`src/rtl/multicycle_alu.sv`:
```
// Multi-cycle ALU: single-cycle logic/arith ops, bit-serial shifts.
// Valid/ready request and result handshakes around a 3-state FSM.
module multicycle_alu #(
  parameter int WIDTH = 32
) (
  input  logic             clk,
  input  logic             rst,
  input  logic             in_valid,
  output logic             in_ready,
  input  logic [3:0]       Operation,
  input  logic [WIDTH-1:0] SrcA,
  input  logic [WIDTH-1:0] SrcB,
  output logic             out_valid,
  input  logic             out_ready,
  output logic [WIDTH-1:0] ALUResult,
  output logic             Zero
);

  localparam logic [3:0] OP_AND = 4'b0000;
  localparam logic [3:0] OP_OR  = 4'b0001;
  localparam logic [3:0] OP_ADD = 4'b0010;
  localparam logic [3:0] OP_SUB = 4'b0110;
  localparam logic [3:0] OP_SLL = 4'b0011;
  localparam logic [3:0] OP_SLT = 4'b1100;
  localparam logic [3:0] OP_XOR = 4'b0100;
  localparam logic [3:0] OP_SRL = 4'b0101;
  localparam logic [3:0] OP_SRA = 4'b1010;
  localparam logic [3:0] OP_BEQ = 4'b1000;

  typedef enum logic [1:0] {
    IDLE,
    SHIFT,
    DONE
  } state_t;

  state_t           state;
  logic [3:0]       op_q;
  logic [4:0]       cnt;
  logic [WIDTH-1:0] comb_res;
  logic [WIDTH-1:0] step_res;
  logic             is_shift;

  assign in_ready  = (state == IDLE);
  assign out_valid = (state == DONE);

  assign is_shift = (Operation == OP_SLL) ||
                    (Operation == OP_SRL) ||
                    (Operation == OP_SRA);

  always_comb begin
    comb_res = '0;
    case (Operation)
      OP_AND: comb_res = SrcA & SrcB;
      OP_OR:  comb_res = SrcA | SrcB;
      OP_ADD: comb_res = SrcA + SrcB;
      OP_SUB: comb_res = SrcA - SrcB;
      OP_BEQ: comb_res = SrcA - SrcB;
      OP_XOR: comb_res = SrcA ^ SrcB;
      OP_SLT: comb_res = {{(WIDTH-1){1'b0}},
                          $signed(SrcA) < $signed(SrcB)};
      // zero-amount shifts bypass the SHIFT state
      OP_SLL, OP_SRL, OP_SRA: comb_res = SrcA;
      default: comb_res = '0;
    endcase
  end

  always_comb begin
    step_res = ALUResult;
    case (op_q)
      OP_SLL: step_res = {ALUResult[WIDTH-2:0], 1'b0};
      OP_SRL: step_res = {1'b0, ALUResult[WIDTH-1:1]};
      OP_SRA: step_res = {ALUResult[WIDTH-1],
                          ALUResult[WIDTH-1:1]};
      default: step_res = ALUResult;
    endcase
  end

  always_ff @(posedge clk or posedge rst) begin
    if (rst) begin
      state     <= IDLE;
      op_q      <= '0;
      cnt       <= '0;
      ALUResult <= '0;
      Zero      <= 1'b0;
    end else begin
      case (state)
        IDLE: begin
          if (in_valid) begin
            op_q <= Operation;
            if (is_shift && SrcB[4:0] != 5'd0) begin
              ALUResult <= SrcA;
              Zero      <= 1'b0;
              cnt       <= SrcB[4:0];
              state     <= SHIFT;
            end else begin
              ALUResult <= comb_res;
              Zero      <= (comb_res == '0);
              state     <= DONE;
            end
          end
        end
        SHIFT: begin
          ALUResult <= step_res;
          cnt       <= cnt - 5'd1;
          // leave on the edge that applies the last bit
          if (cnt == 5'd1) begin
            Zero  <= (step_res == '0);
            state <= DONE;
          end
        end
        DONE: begin
          if (out_ready) state <= IDLE;
        end
        default: state <= IDLE;
      endcase
    end
  end

endmodule

```
`config.mk`:
```
export PLATFORM = sky130hd
export DESIGN_NAME = multicycle_alu
export DESIGN_NICKNAME = d
export VERILOG_FILES = /design/src/rtl/multicycle_alu.sv
export SDC_FILE = /design/constraint.sdc
export NUM_CORES = 1
export LEC_CHECK = 0
export BUFFER_PORTS_ARGS = -buffer_cell sky130_fd_sc_hd__buf_2
export CORE_MARGIN = 2
export CORE_UTILIZATION = 30
export CTS_BUF_LIST = sky130_fd_sc_hd__clkbuf_8
export DETAILED_ROUTE_END_ITERATION = 7
export GPL_TIMING_DRIVEN = 0
export PLACE_DENSITY_LB_ADDON = 0.1
export SLEW_MARGIN = 20
export SYNTH_ARGS = -nofsm -noshare
export SYNTH_HDL_FRONTEND = slang
export SYNTH_SLANG_ARGS = --single-unit
```
`constraint.sdc`:
```
create_clock -name clk -period 8.9 [get_ports clk]
set_clock_uncertainty 0.1 [all_clocks]
set_input_delay 1.78 -clock clk [delete_from_list [all_inputs] [get_ports clk]]
set_output_delay 1.78 -clock clk [all_outputs]
set_load 0.05 [all_outputs]
```
# Yosys cells after proc, flatten, opt, wreduce, memory -nomap -nowiden
# Cells that the tools add are included.
# totals
ff_bits	44
latchBits	0
ramBits	0
mem_bits_ro	0
inputBits	72
out_inout_bits	35
memories	0
# op_classes
addsub	3
multipliers	0
div_mod_pow	0
magnitude_cmp	1
n_eq_ne	19
shifts	0
n_mux	17
n_bitwise	3
n_reduce_logical	16
# ops
cell	count
one-hot mux 32 bit (7 select lines)	1
one-hot mux 32 bit (3 select lines)	1
zero test 32 bit	2
two-way mux 32 bit	2
one-hot mux 32 bit (2 select lines)	1
adder 32 bit	1
bitwise AND 32 bit	1
less-than comparator 32 bit	1
bitwise OR 32 bit	1
subtractor 32 bit	1
bitwise XOR 32 bit	1
== test 4 x 3 -> 1 bit, second input constant	4
== test 4 bit, second input constant	4
== test 4 x 2 -> 1 bit, second input constant	3
two-way mux 5 bit	2
one-hot mux 5 bit (2 select lines)	1
AND reduction 3 bit	3
two-way mux 2 bit	4
one-hot mux 2 bit (3 select lines)	1
== test 5 x 1 -> 1 bit, second input constant	1
nonzero test 5 bit	1
subtractor 5 x 1 -> 5 bit, second input constant	1
== test 4 x 1 -> 1 bit, second input constant	1
zero test 4 bit	1
13 further kinds	19

# Longest topological paths before layout
# depth
word_depth	7
ltp_mapped	15

# Worst setup path after synthesis
# No wires, ideal clock.
# synth_timing
path_kind	input-to-reg
from	in SrcA[6]
to	reg Zero
setup_ns	0.095
arrival_time_ns	4.710
t_required_ns	8.705
path_slack_ns	3.994
path_stages	13
path_cell_list	inv_1 ha_1 buf_6 or3_4 o32a_4 a2bb2oi_1 a311o_1 a211oi_2 nand4_1 or4_1 nor4_1 nand4_1 o31ai_1
# synth_via
elab_chain_len	6
word_cells_on_any_way	11
cone_classes	2 x add/sub; 1 x order compare; 4 x mux; 3 x bitwise; 1 x reduce/logical
# synth_rtl
element	line_no	rtl
from (decl)	11	input logic [WIDTH-1:0] SrcA,
subtractor 32 bit, or another cell as far along	56, 57	
one-hot mux 32 bit (7 select lines) *	52	case (Operation)
zero test 32 bit *	97	Zero <= (comb_res == '0);
two-way mux 1 bit *	90	if (is_shift && SrcB[4:0] != 5'd0) begin
two-way mux 1 bit *	88	if (in_valid) begin
one-hot mux 1 bit (2 select lines) *	86	case (state)
to (signal assigned)	97	
to (signal assigned)	107	Zero <= (step_res == '0);
to (decl)	16	output logic Zero
# Mark *: on every way between the ends. The rest lies on a longest branch, timed or not. The select of a mux whose other input is x is not followed.
# A chain may end at the register's enable or synchronous reset.

# Final worst setup path
# layout_timing
from	in Operation[2]
to	reg Zero
# layout_via
elab_chain_len	7
word_cells_on_any_way	20
cone_classes	9 x eq/ne; 4 x mux; 7 x reduce/logical
# layout_rtl
element	line_no	rtl
from (decl)	10	input logic [3:0] Operation,
== test 4 x 2 -> 1 bit, or another cell as far along	46, 52	
OR reduction 3 bit, or another cell as far along	52	
one-hot mux 32 bit (7 select lines) or logical OR 1 bit (tied branches)	52, 47	
zero test 32 bit or logical AND 1 bit (tied branches)	97, 90	
two-way mux 1 bit *	90	
two-way mux 1 bit *	88	
one-hot mux 1 bit (2 select lines) *	86	
# Marked as above.

==> run metrics <==
run status completed; Mapped Cells 1263; warning count from the yosys run 0; number of buffers created by CTS 5; post-synthesis net count 1447; Max Fclk 167 MHz; fraction of the yosys area taken by sequential cells 0.124; total of flip-flops plus latches after synthesis 44; slack of the worst reg-to-reg path 5.26 ns; post-synthesis share of cell area spent on full adders, half adders and majority gates 0.160; area share of xor/xnor cells in the synthesized design 0.00593; hold crit path type flip-flop to flip-flop; sum of overflow across all layers after global routing 0; die height 176 um; most frequent cells in the layout 136 x sky130_fd_sc_hd__nand2_1, 129 x sky130_fd_sc_hd__a21oi_1, 116 x sky130_fd_sc_hd__buf_2, 110 x sky130_fd_sc_hd__ha_1, 107 x sky130_fd_sc_hd__nor2_1; kind of end point of the critical path flip-flop; CP Data Arrival Time 6.11 ns; total standard cell area after synthesis 0.00886 sq mm; area growth from synthesis to layout 12.8%; worst vdd rail ir drop 0.0912 mV; CTS root buf sky130_fd_sc_hd__clkbuf_8; setup total negative slack 0 ns; Std-Cell Rows 62; worst setup path startpoint Operation[2]; Antenna Nets Post-Route 0; area of the core 0.0289 sq mm; basic-gate share of the synthesized area counting and, or, nand and nor cells 0.241; R2R depth 11; complex-gate fraction of the synthesized area 0.345; clock buffer depth 2; DRT Wirelength 38.5 mm; Yosys cell types 97; Post-CTS Setup Bufs 0; Via density 5.86; final setup fails 0; detailed-placement wirelength estimate 30.9 mm; overall routing resource usage 0.244; required arrival time at the worst endpoint 9.03 ns; CTS tree yes; Synth area leader sky130_fd_sc_hd__ha_1; routed wire length per instance 21.9 um; area taken by multi-input logic gates 0.00694 sq mm; maximum fanout along the worst path 10; Crit Reg-Reg Startpoint op_q[3]; clock latency of the later-clocked register in the worst-skew pair 0.31 ns; critical path endpoint Zero; number of vias in the routed layout 10323; CTS-repair resized insts 0; most frequent standard cell in the layout excluding fill and tap cells sky130_fd_sc_hd__nand2_1; maximum number of pins on one net before global-route repair 25; static leakage power 4.43 nW; CTS sink cnt 44; starting utilization of the core area 0.307; clock transition time at the flip-flop clock pins of the worst setup and hold paths 0.09 ns; Hold Startpoint op_q[0]; fraction of layout instances using a drive strength above 1 0.126; Post-synth ARST share 1.00; number of synthesized flops with an enable pin 0; vias in the first global route 9803; power density cells 202 mW/mm^2; area share of the largest cell type after synthesis 0.155; Post-CTS Hold Fix Bufs 0; Die Footprint 0.0309 sq mm; Routability Congestion 0.946; max-cap viol count 0; minimum hold slack 0.402 ns; fraction of the core area covered by cells at the end of the flow 0.346; total of buffers placed on input and output ports 105; fin crit period 5.98 ns; DRC violation count after routing 0; Top-Level Pins 107; global-route wire length before repair 59.0 mm; cell types with the largest area share after synthesis sky130_fd_sc_hd__ha_1 16%, sky130_fd_sc_hd__dfrtp_1 12%, sky130_fd_sc_hd__a21oi_1 7.3%, sky130_fd_sc_hd__nand2_1 5.8%, sky130_fd_sc_hd__nor2_1 4.5%; Die W 176 um; number of fill cells in the layout 3246; final critical-path share of the clock period 0.672; number of antenna cells inserted 0; dominant combinational cell family by area after synthesis compound AO/OA/AOI/OAI gates; Main synth FF type sky130_fd_sc_hd__dfrtp_1; number of H-tree branching levels 2; unrepaired setup endpoints after global routing no; type of the worst setup path input pin to flip-flop; R2R Path End Zero; Max transition margin 0.395; sequential standard cell area 0.00110 sq mm; total power 2.02 mW; final hold violations 0; slew at the pin closest to its max-slew limit 0.908 ns; antenna violations before repair 1; final slew viol count 0; element type at the critical path start input pin; number of nets in the layout 1560; mux cell area share after synthesis 0.0305; count of routing violations after the opening detailed-route iteration 1050; iteration count of the initial detailed-routing pass 6; Avg Cell Area, Syn 7.02 sq um
[routing by layer]
| layer | up-vias | global-route usage | routed length [um] |
|---|---|---|---|
| met5 | - | 0 | 0 |
| met2 | 423 | 0.406 | 17300 |
| met3 | 54 | 0.0249 | 2430 |
| li1 | 4898 | - | - |
| met4 | 0 | 0.0465 | 794 |
| met1 | 4948 | 0.343 | 17900 |
[cell type report]
cell class	instances	area share
sequential	44	0.110
buffer	84	0.0431
tap	384	0.0481
multi-input combinational	1029	0.695
timing repair buffer	106	0.0546
clock inverter	2	0.00150
clock buffer	6	0.00826
inverter	106	0.0398
[worst max-delay path, cell delays in order]
cell and delay, ns:
sky130_fd_sc_hd__buf_2 0.17, sky130_fd_sc_hd__buf_2 0.25, sky130_fd_sc_hd__buf_2 0.42, sky130_fd_sc_hd__buf_1 0.73
sky130_fd_sc_hd__buf_1 0.75, sky130_fd_sc_hd__mux2i_1 0.27, sky130_fd_sc_hd__o221ai_1 0.13, sky130_fd_sc_hd__a221oi_1 0.65
sky130_fd_sc_hd__nand4_1 0.16, sky130_fd_sc_hd__nor4_1 0.41, sky130_fd_sc_hd__nand4_1 0.14, sky130_fd_sc_hd__o31ai_1 0.24
[through the flow]
step | std cells | instance area, sq um | worst slack (ns)
3_5_place_dp | 1753 | 9900 | 2.53
5_1_grt | 1761 | 10000 | 2.67
4_1_cts | 1761 | 10000 | 2.91
2_1_floorplan | 1263 | 8860 | 3.99
6_report | 1761 | 10000 | 2.92
3_3_place_gp | 1752 | 9870 | 2.63
[kinds of logic after synthesis]
kind of cell,count (synthesis)
simple gates,433
compound gates,451
xor+xnor,6
mux,27
fa+ha+maj,112
buf+inv,190
flops,44
[Yosys cell counts, types with 8 or more instances]
library cell,number
sky130_fd_sc_hd__o221ai_1,13
sky130_fd_sc_hd__o31ai_1,9
sky130_fd_sc_hd__nand2b_1,15
sky130_fd_sc_hd__a22o_1,10
sky130_fd_sc_hd__nor2b_1,11
sky130_fd_sc_hd__inv_1,104
sky130_fd_sc_hd__nor2_1,107
sky130_fd_sc_hd__buf_1,8
sky130_fd_sc_hd__a21oi_1,129
sky130_fd_sc_hd__a31oi_1,14
sky130_fd_sc_hd__nor4b_1,8
sky130_fd_sc_hd__nand4_1,22
sky130_fd_sc_hd__nor4_1,10
sky130_fd_sc_hd__nor3_1,34
sky130_fd_sc_hd__o22ai_1,40
sky130_fd_sc_hd__a221oi_1,17
sky130_fd_sc_hd__o21ai_0,59
sky130_fd_sc_hd__nand3_1,29
sky130_fd_sc_hd__ha_1,110
sky130_fd_sc_hd__mux2i_1,27
sky130_fd_sc_hd__or3_1,10
sky130_fd_sc_hd__a22oi_1,26
sky130_fd_sc_hd__dfrtp_1,44
sky130_fd_sc_hd__o21bai_1,12
sky130_fd_sc_hd__a211oi_1,9
sky130_fd_sc_hd__o211ai_1,13
sky130_fd_sc_hd__clkbuf_1,53
sky130_fd_sc_hd__nand2_1,136
sky130_fd_sc_hd__buf_2,11
sky130_fd_sc_hd__a21o_1,12
[state kept, by name (all words and copies together) (netlist names)]
name and count:
ALUResult 32, cnt 5, op_q 4, state 2, Zero 1
[worst min-delay path by stage]
stage               cells past startpoint  endpoint  slack, ns
floorplan                               2   op_q[0]       0.36
global placement                        2   op_q[0]       0.38
detailed placement                      2   op_q[0]       0.38
CTS                                     2   op_q[0]       0.41
global route                            2   op_q[3]       0.45
finish                                  2   op_q[0]       0.40
[where the power goes]
part           switching [mW]  total [mW]  leakage (nW)  internal [mW]
combinational            1.00        1.43          3.88          0.428
clock                  0.0789       0.142        0.0434         0.0630
sequential              0.147       0.446         0.510          0.299
Note: power is estimated with default switching activity, not from simulation.
